### config.mk
export PLATFORM = sky130hd
export DESIGN_NAME = reg_load_arbiter_flat
export DESIGN_NICKNAME = d
export VERILOG_FILES = /design/src/rtl/reg_load_arbiter_if.sv /design/src/rtl/reg_load_arbiter.sv /design/src/flat_wrapper.sv
export SDC_FILE = /design/constraint.sdc
export NUM_CORES = 1
export LEC_CHECK = 0
export CORE_UTILIZATION = 46
export CTS_BUF_LIST = sky130_fd_sc_hd__clkbuf_16
export CTS_CLUSTER_DIAMETER = 60
export DETAILED_ROUTE_END_ITERATION = 8
export MAX_ROUTING_LAYER = met4
export PLACE_DENSITY = 0.87
export SLEW_MARGIN = 20
export SYNTH_ARGS = -nofsm -noshare
export SYNTH_HDL_FRONTEND = slang
export SYNTH_SLANG_ARGS = --single-unit
### constraint.sdc
create_clock -name clk -period 4.8 [get_ports clk]
set_input_delay 1.2 -clock clk [delete_from_list [all_inputs] [get_ports clk]]
set_output_delay 1.2 -clock clk [all_outputs]
set_load 0.02 [all_outputs]
### src/rtl/reg_load_arbiter_if.sv
// -----------------------------------------------------------------------------
// reg_load_arbiter_if
// Bundle of the signals between four load requesters and the register load
// arbiter.
//   req        [3:0]  request level per requester
//   req_dest   [7:0]  2-bit target register index per requester
//   req_data   [15:0] 4-bit load value per requester
//   grant      [3:0]  one-cycle completion pulse per requester
//   bus_data   [3:0]  shared data bus to all target registers
//   load_n     [3:0]  active-low load strobe per target register
//   busy              arbiter is in the middle of a transfer
//   xfer_count [3:0]  completed transfers, modulo 16
// The master modport is the requester side; the slave modport is the arbiter.
// -----------------------------------------------------------------------------
interface reg_load_arbiter_if;
    logic [3:0]  req;
    logic [7:0]  req_dest;
    logic [15:0] req_data;
    logic [3:0]  grant;
    logic [3:0]  bus_data;
    logic [3:0]  load_n;
    logic        busy;
    logic [3:0]  xfer_count;

    modport master (
        output req, req_dest, req_data,
        input  grant, bus_data, load_n, busy, xfer_count
    );

    modport slave (
        input  req, req_dest, req_data,
        output grant, bus_data, load_n, busy, xfer_count
    );
endinterface

### src/rtl/reg_load_arbiter.sv
// -----------------------------------------------------------------------------
// reg_load_arbiter
// Round-robin arbiter that lets one of four requesters load one of four
// target registers over a shared 4-bit bus. A transfer takes three cycles:
// IDLE (arbitrate and latch), LOAD (strobe the target), ACK (grant pulse).
// Ports:
//   clk    rising-edge clock
//   reset  asynchronous active-low reset
//   bus    reg_load_arbiter_if.slave (request inputs, bus/strobe/grant outputs)
// All outputs come straight from flops.
// -----------------------------------------------------------------------------
module reg_load_arbiter (
    input  logic               clk,
    input  logic               reset,
    reg_load_arbiter_if.slave  bus
);

    typedef enum logic [1:0] {
        IDLE = 2'd0,
        LOAD = 2'd1,
        ACK  = 2'd2
    } state_t;

    state_t      state_q, state_d;
    logic [1:0]  ptr_q, ptr_d;
    logic [1:0]  win_q, win_d;
    logic [1:0]  dest_q, dest_d;
    logic [3:0]  data_q, data_d;
    logic [3:0]  grant_q, grant_d;
    logic [3:0]  load_n_q, load_n_d;
    logic        busy_q, busy_d;
    logic [3:0]  xfer_count_q, xfer_count_d;

    logic [1:0]  pick;
    logic        pick_vld;

    // Round-robin search starting at ptr. Scanning from the farthest offset
    // down to offset 0 leaves the nearest set bit as the final assignment.
    always_comb begin
        logic [1:0] idx;
        pick     = 2'd0;
        pick_vld = 1'b0;
        idx      = 2'd0;
        for (int i = 3; i >= 0; i--) begin
            idx = ptr_q + 2'(i);
            if (bus.req[idx]) begin
                pick     = idx;
                pick_vld = 1'b1;
            end
        end
    end

    always_comb begin
        state_d      = state_q;
        ptr_d        = ptr_q;
        win_d        = win_q;
        dest_d       = dest_q;
        data_d       = data_q;
        grant_d      = 4'b0000;
        load_n_d     = 4'b1111;
        busy_d       = 1'b0;
        xfer_count_d = xfer_count_q;

        unique case (state_q)
            IDLE: begin
                if (pick_vld) begin
                    state_d  = LOAD;
                    win_d    = pick;
                    dest_d   = bus.req_dest[{pick, 1'b0} +: 2];
                    data_d   = bus.req_data[{pick, 2'b00} +: 4];
                    // Strobe is decoded from the value being latched so that
                    // it is already registered in the LOAD cycle.
                    load_n_d = ~(4'b0001 << bus.req_dest[{pick, 1'b0} +: 2]);
                    busy_d   = 1'b1;
                end
            end
            LOAD: begin
                state_d = ACK;
                grant_d = 4'b0001 << win_q;
                busy_d  = 1'b1;
            end
            ACK: begin
                state_d      = IDLE;
                ptr_d        = win_q + 2'd1;
                xfer_count_d = xfer_count_q + 4'd1;
            end
            default: begin
                state_d = IDLE;
            end
        endcase
    end

    always_ff @(posedge clk or negedge reset) begin
        if (!reset) begin
            state_q      <= IDLE;
            ptr_q        <= 2'd0;
            win_q        <= 2'd0;
            dest_q       <= 2'd0;
            data_q       <= 4'd0;
            grant_q      <= 4'b0000;
            load_n_q     <= 4'b1111;
            busy_q       <= 1'b0;
            xfer_count_q <= 4'd0;
        end else begin
            state_q      <= state_d;
            ptr_q        <= ptr_d;
            win_q        <= win_d;
            dest_q       <= dest_d;
            data_q       <= data_d;
            grant_q      <= grant_d;
            load_n_q     <= load_n_d;
            busy_q       <= busy_d;
            xfer_count_q <= xfer_count_d;
        end
    end

    assign bus.grant      = grant_q;
    assign bus.bus_data   = data_q;
    assign bus.load_n     = load_n_q;
    assign bus.busy       = busy_q;
    assign bus.xfer_count = xfer_count_q;

endmodule
### src/flat_wrapper.sv
// flat-port wrapper written by rule: the top's interface ports become plain ports
module reg_load_arbiter_flat 
  (clk, reset, bus_req, bus_req_dest, bus_req_data, bus_grant, bus_bus_data, bus_load_n, bus_busy, bus_xfer_count);
  reg_load_arbiter_if bus_i ();
  input  logic clk;
  input  logic reset;
  input wire logic [$bits(bus_i.req)-1:0] bus_req;
  input wire logic [$bits(bus_i.req_dest)-1:0] bus_req_dest;
  input wire logic [$bits(bus_i.req_data)-1:0] bus_req_data;
  output wire logic [$bits(bus_i.grant)-1:0] bus_grant;
  output wire logic [$bits(bus_i.bus_data)-1:0] bus_bus_data;
  output wire logic [$bits(bus_i.load_n)-1:0] bus_load_n;
  output wire logic [$bits(bus_i.busy)-1:0] bus_busy;
  output wire logic [$bits(bus_i.xfer_count)-1:0] bus_xfer_count;
  assign bus_i.req = bus_req;
  assign bus_i.req_dest = bus_req_dest;
  assign bus_i.req_data = bus_req_data;
  assign bus_grant = bus_i.grant;
  assign bus_bus_data = bus_i.bus_data;
  assign bus_load_n = bus_i.load_n;
  assign bus_busy = bus_i.busy;
  assign bus_xfer_count = bus_i.xfer_count;
  reg_load_arbiter u_core (.clk(clk), .reset(reset), .bus(bus_i));
endmodule
After elaboration in Yosys (flattened, before gate mapping)
Cells that the tools add are included.
{ "word_totals": {"n_memories": 0, "latchBits": 0, "output_inout_bits": 17, "ramBits": 0, "word_cells": 50, "input_bits": 30, "regBits": 23, "romBits": 0} }
{ "op_classes": {"bitwise": 1, "magnitude_cmp": 4, "mul": 0, "div_mod_pow": 0, "shifts": 4, "muxes": 23, "eq_ne": 3, "add_sub_neg": 5, "reduce_logical": 2} }
{ "ops": {"columns": ["operator", "count"], "rows": [
  ["$shiftx A16 B5 Y4", 1],
  ["$lt A2 B3 Y1 const B", 4],
  ["$mux W4", 3],
  ["$mux W2", 5],
  ["$mux W1", 9],
  ["$bmux W1 S2", 4],
  ["$shiftx A8 B4 Y2", 1],
  ["$shl A1 B2 Y4 const A", 2],
  ["$add A2 B1 Y2 const B", 2],
  ["$add A2 B2 Y2 const B", 2],
  ["$add A4 B1 Y4 const B", 1],
  ["$not A4 Y4", 1],
  ["$pmux W2 S2", 1],
  ["$eq A2 B1 Y1 const B", 1],
  ["$eq A2 B2 Y1 const B", 1],
  ["$logic_not A2 Y1", 1],
  ["$ne A2 B1 Y1 const B", 1],
  ["$pmux W1 S2", 1],
  ["$reduce_and A2 Y1", 1]
]} }

Depth between registers and ports, before layout
{ "logic_depth": {"depth_word": 12, "depth_mapped": 7, "ltp_nobuf": 6} }

Worst setup path before layout
No wires, ideal clock.
{ "synth_timing": {"path_type": "input port to flip-flop", "startpoint": "in bus_req[1]", "endpoint": "reg u_core.load_n_q[0], in the netlist u_core.bus.load_n[0]", "setup_time_ps": 82, "t_arrival_ps": 2496, "cell_stages": 5, "setup_slack_ps": 2222, "n_path_buf": 0, "t_required_ps": 4718, "cell_sequence": "a21bo_2 -> a221o_2 -> mux2_4 -> o2bb2a_4 -> or2_1"} }
{ "synth_via": {"elab_chain_cells": 11, "elab_cells_between_ends": 21, "classes_between": "2 x shift; 18 x mux; 1 x bitwise"} }
{ "synth_lines": {"columns": ["item", "line_no", "rtl"], "rows": [
  ["start, declared", "flat_wrapper.sv:7", "input wire logic [$bits(bus_i.req)-1:0] bus_req;"],
  ["$bmux W1 S2", "reg_load_arbiter.sv:46", "if (bus.req[idx]) begin"],
  ["$mux W1 (not written as such)", "reg_load_arbiter.sv:46", null],
  ["$mux W2 (4 in series)", "reg_load_arbiter.sv:46", null],
  ["$shiftx A8 B4 Y2", null, null],
  ["$shl A1 B2 Y4", "reg_load_arbiter.sv:73", "load_n_d = ~(4'b0001 << bus.req_dest[{pick, 1'b0} +: 2]);"],
  ["$not A4 Y4", "reg_load_arbiter.sv:73", null],
  ["$mux W4 *", "reg_load_arbiter.sv:66", "if (pick_vld) begin"],
  ["$mux W4 *", "reg_load_arbiter.sv:64", "unique case (state_q)"],
  ["via u_core.load_n_d[0]", "reg_load_arbiter.sv:30", "logic [3:0] load_n_q, load_n_d;"],
  ["end signal, assigned", "reg_load_arbiter.sv:111", "load_n_q <= load_n_d;"],
  ["end, declared", "reg_load_arbiter.sv:30", null]
]} }
The timed path passes the listed nets; every way through them passes the cells marked *. The select of a mux whose other input is x is not followed.
A chain may end at the register's enable or synchronous reset.

Worst setup path after layout
Same ends and word-level chain as after synthesis.

==> impl_metrics.env <==
export IMPL_status="complete, no violations"
export IMPL_whs_ns=0.480
export IMPL_synth_seq_cells=23
export IMPL_r2r_cells=5
export IMPL_n_antenna_cell=0
export IMPL_cp_start_kind="input port"
export IMPL_cts_resized=0
export IMPL_p_int_uw=644
export IMPL_syn_inst=101
export IMPL_netlist_area_sq_mm=0.00118
export IMPL_drv_slew=0
export IMPL_hold_viol=0
export IMPL_ys_async_sr_fraction=1.00
export IMPL_die_h_microns=52.6
export IMPL_avgViaCountPerCell=5.43
export IMPL_r2r_start="u_core.ptr_q[1]"
export IMPL_wire_per_inst_microns=15.4
export IMPL_cts_buffers=3
export IMPL_cts_root_buf="clkbuf_16"
export IMPL_timing_rr_end="u_core.bus.load_n[0]"
export IMPL_required_ns=4.98
export IMPL_vias=956
export IMPL_cts_tree="done"
export IMPL_ys_types=35
export IMPL_clk_pin_slew_ns=0.06
export IMPL_drt_total_wl_mm=2.72
export IMPL_drt_iter0_drc=23
export IMPL_syn_to_final_growth_pct=46.7
export IMPL_clk_insertion_delay_late_ns=0.25
export IMPL_holdCritPathClass="reg2reg"
export IMPL_layout_commonest_cell="clkdlybuf4s50_1"
export IMPL_power_density_mw_per_mm2=591
export IMPL_synth_nets=136
export IMPL_rrSetupSlack_ns=2.77
export IMPL_leakagePower_nw=0.751
export IMPL_worstSetupPathType="in2reg"
export IMPL_antenna_found_initial=0
export IMPL_clkPwrFrac=0.171
export IMPL_min_delay_start="u_core.state_q[1]"
export IMPL_h_tree_depth=1
export IMPL_rsz0062_at_grt="false"
export IMPL_fin_area_sq_mm=0.00173
export IMPL_die_w_microns=52.6
export IMPL_clk_path_buf_depth=2
export IMPL_cts_sinks=23
export IMPL_grt_max_degree=24
export IMPL_ctsHoldBuffers=0
export IMPL_pwr_share_comb=0.489
export IMPL_switching_share=0.371
export IMPL_gp_congestion=0.850
export IMPL_dieArea_sq_mm=0.00277
export IMPL_io_buffers=46
export IMPL_cts_setup_buffers=0
export IMPL_drv_cap=0
export IMPL_ios=47
export IMPL_ys_seq_area_frac=0.492
export IMPL_finalCritPeriodShare=0.646
export IMPL_cp_end_kind="flop"
export IMPL_seqPwrFrac=0.340
export IMPL_core_sq_mm=0.00232
export IMPL_holdPathEnd="u_core.bus.busy"
export IMPL_power_switching_uw=380
export IMPL_yosys_warnings=0
export IMPL_ys_flop_type="dfrtp_1"
export IMPL_synth_edf_count=0
export IMPL_dr_pass1_iters=4
export IMPL_nets=184
export IMPL_n_fill_cell=161
export IMPL_final_setup_skew_ns=0.00175
export IMPL_final_setup_viol_count=0
export IMPL_final_cell_mix="clkdlybuf4s50_1, dfrtp_1, mux2i_1, o21ai_0"
export IMPL_peakVddDrop_mv=0.382
export IMPL_hold_depth=1
export IMPL_multiInputGateArea_sq_um=562
export IMPL_period_minus_slack_ns=3.10
export IMPL_fin_setup_tns_ns=0
export IMPL_first_global_vias=1009
export IMPL_register_area_sq_um=581
export IMPL_postPlaceCellArea_sq_mm=0.00166
export IMPL_path_max_fanout=13
export IMPL_maxSlewHeadroom=0.562
export IMPL_syn_avg_cell_area_sq_um=11.7
export IMPL_dp_hpwl_mm=2.06
export IMPL_postRouteAntennaNets=0
export IMPL_drc=0
export IMPL_rows=17
export IMPL_grt_util_all_layers=0.228
export IMPL_fmax_mhz=323
export IMPL_grt_pass1_wl_mm=4.41
export IMPL_worst_pin_slew_ns=0.653
export IMPL_start_util=0.509
export IMPL_cp_arrival_ns=3.28
export IMPL_grt_overflow_total=0
export IMPL_drive_above_1_share=0.135
## how the worst max path moves through the flow
stage                from  slack [ns]                endpoint  cells past startpoint
6_report       bus_req[1]        1.70    u_core.bus.load_n[0]                      6
2_1_floorplan  bus_req[1]        2.22    u_core.bus.load_n[0]                      5
3_5_place_dp   bus_req[1]        1.45    u_core.bus.load_n[0]                      6
4_1_cts        bus_req[1]        1.71    u_core.bus.load_n[0]                      6
3_3_place_gp   bus_req[1]        1.49    u_core.bus.load_n[0]                      6
5_1_grt        bus_req[2]        1.63  u_core.bus.bus_data[0]                      6
## layer usage
metal / up-vias / GRT usage / part of all wire
met2: 40 / 0.418 / 0.53
met5: - / - / 0
met3: 5 / 0.0174 / 0.050
li1: 455 / - / -
met4: 0 / 0.0395 / 0.0059
met1: 456 / 0.274 / 0.41
## per-stage QoR
step	util	cells	setup slack [ns]	power, mW
2_1_floorplan	-	101	2.22	0.646
3_3_place_gp	0.715	172	1.49	0.819
3_5_place_dp	0.715	172	1.45	0.852
4_1_cts	0.749	176	1.71	1.03
5_1_grt	0.746	176	1.63	1.09
6_report	0.746	176	1.70	1.02
## Yosys cell counts (2+ instances only)
cell / count / area share
inv_1: 5 / 0.016
a21oi_1: 3 / 0.013
o21ai_0: 7 / 0.030
clkbuf_1: 2 / 0.0064
mux2i_1: 9 / 0.076
dfstp_2: 4 / 0.089
a22oi_1: 4 / 0.025
ha_1: 5 / 0.053
nor2b_1: 2 / 0.011
and2_1: 4 / 0.021
nor2_1: 3 / 0.0095
xnor2_1: 2 / 0.015
mux2_2: 6 / 0.057
nand2b_1: 4 / 0.021
dfrtp_1: 19 / 0.40
nand2_1: 3 / 0.0095
## flip-flops by register name, summed over array words and instances (netlist names)
signal                 flops
u_core.bus.bus_data        4
u_core.state_q             2
u_core.ptr_q               2
u_core.bus.busy            1
u_core.bus.grant           4
u_core.win_q               2
u_core.bus.load_n          4
u_core.bus.xfer_count      4
## power by group through the flow
stage / registers (mW) / clock network [mW] / logic (mW)
floorplan: 0.411 / 0 / 0.235
global placement: 0.343 / 0 / 0.476
detailed placement: 0.351 / 0 / 0.501
CTS: 0.348 / 0.177 / 0.506
global route: 0.359 / 0.186 / 0.548
finish: 0.347 / 0.175 / 0.501
## cell type report
class,count,area share
sequential,23,0.336
inverter,5,0.0108
multi-input combinational,70,0.325
clock buffer,3,0.0434
timing repair buffer,46,0.263
tap,28,0.0202
clock inverter,1,0.00217
## kinds of logic (layout without fill, tap and decap cells)
logic type               count (synthesis)  in the layout  share of synthesized area
buffers and inverters                    8             55                     0.0318
AND/OR/NAND/NOR                         24             24                      0.115
flip-flops                              23             23                      0.492
AO/OA/AOI/OAI                           22             22                      0.140
adder cells (fa/ha/maj)                  5              5                     0.0530
multiplexers                            16             16                      0.146
XOR/XNOR                                 3              3                     0.0223
## worst max-delay path, stage by stage
cell             delay [ns]
clkdlybuf4s50_1        0.56
a21bo_2                0.24
a221o_2                0.49
mux2_4                 0.36
o2bb2a_4               0.22
or2_1                  0.20
Note: power is estimated with default switching activity, not from simulation.
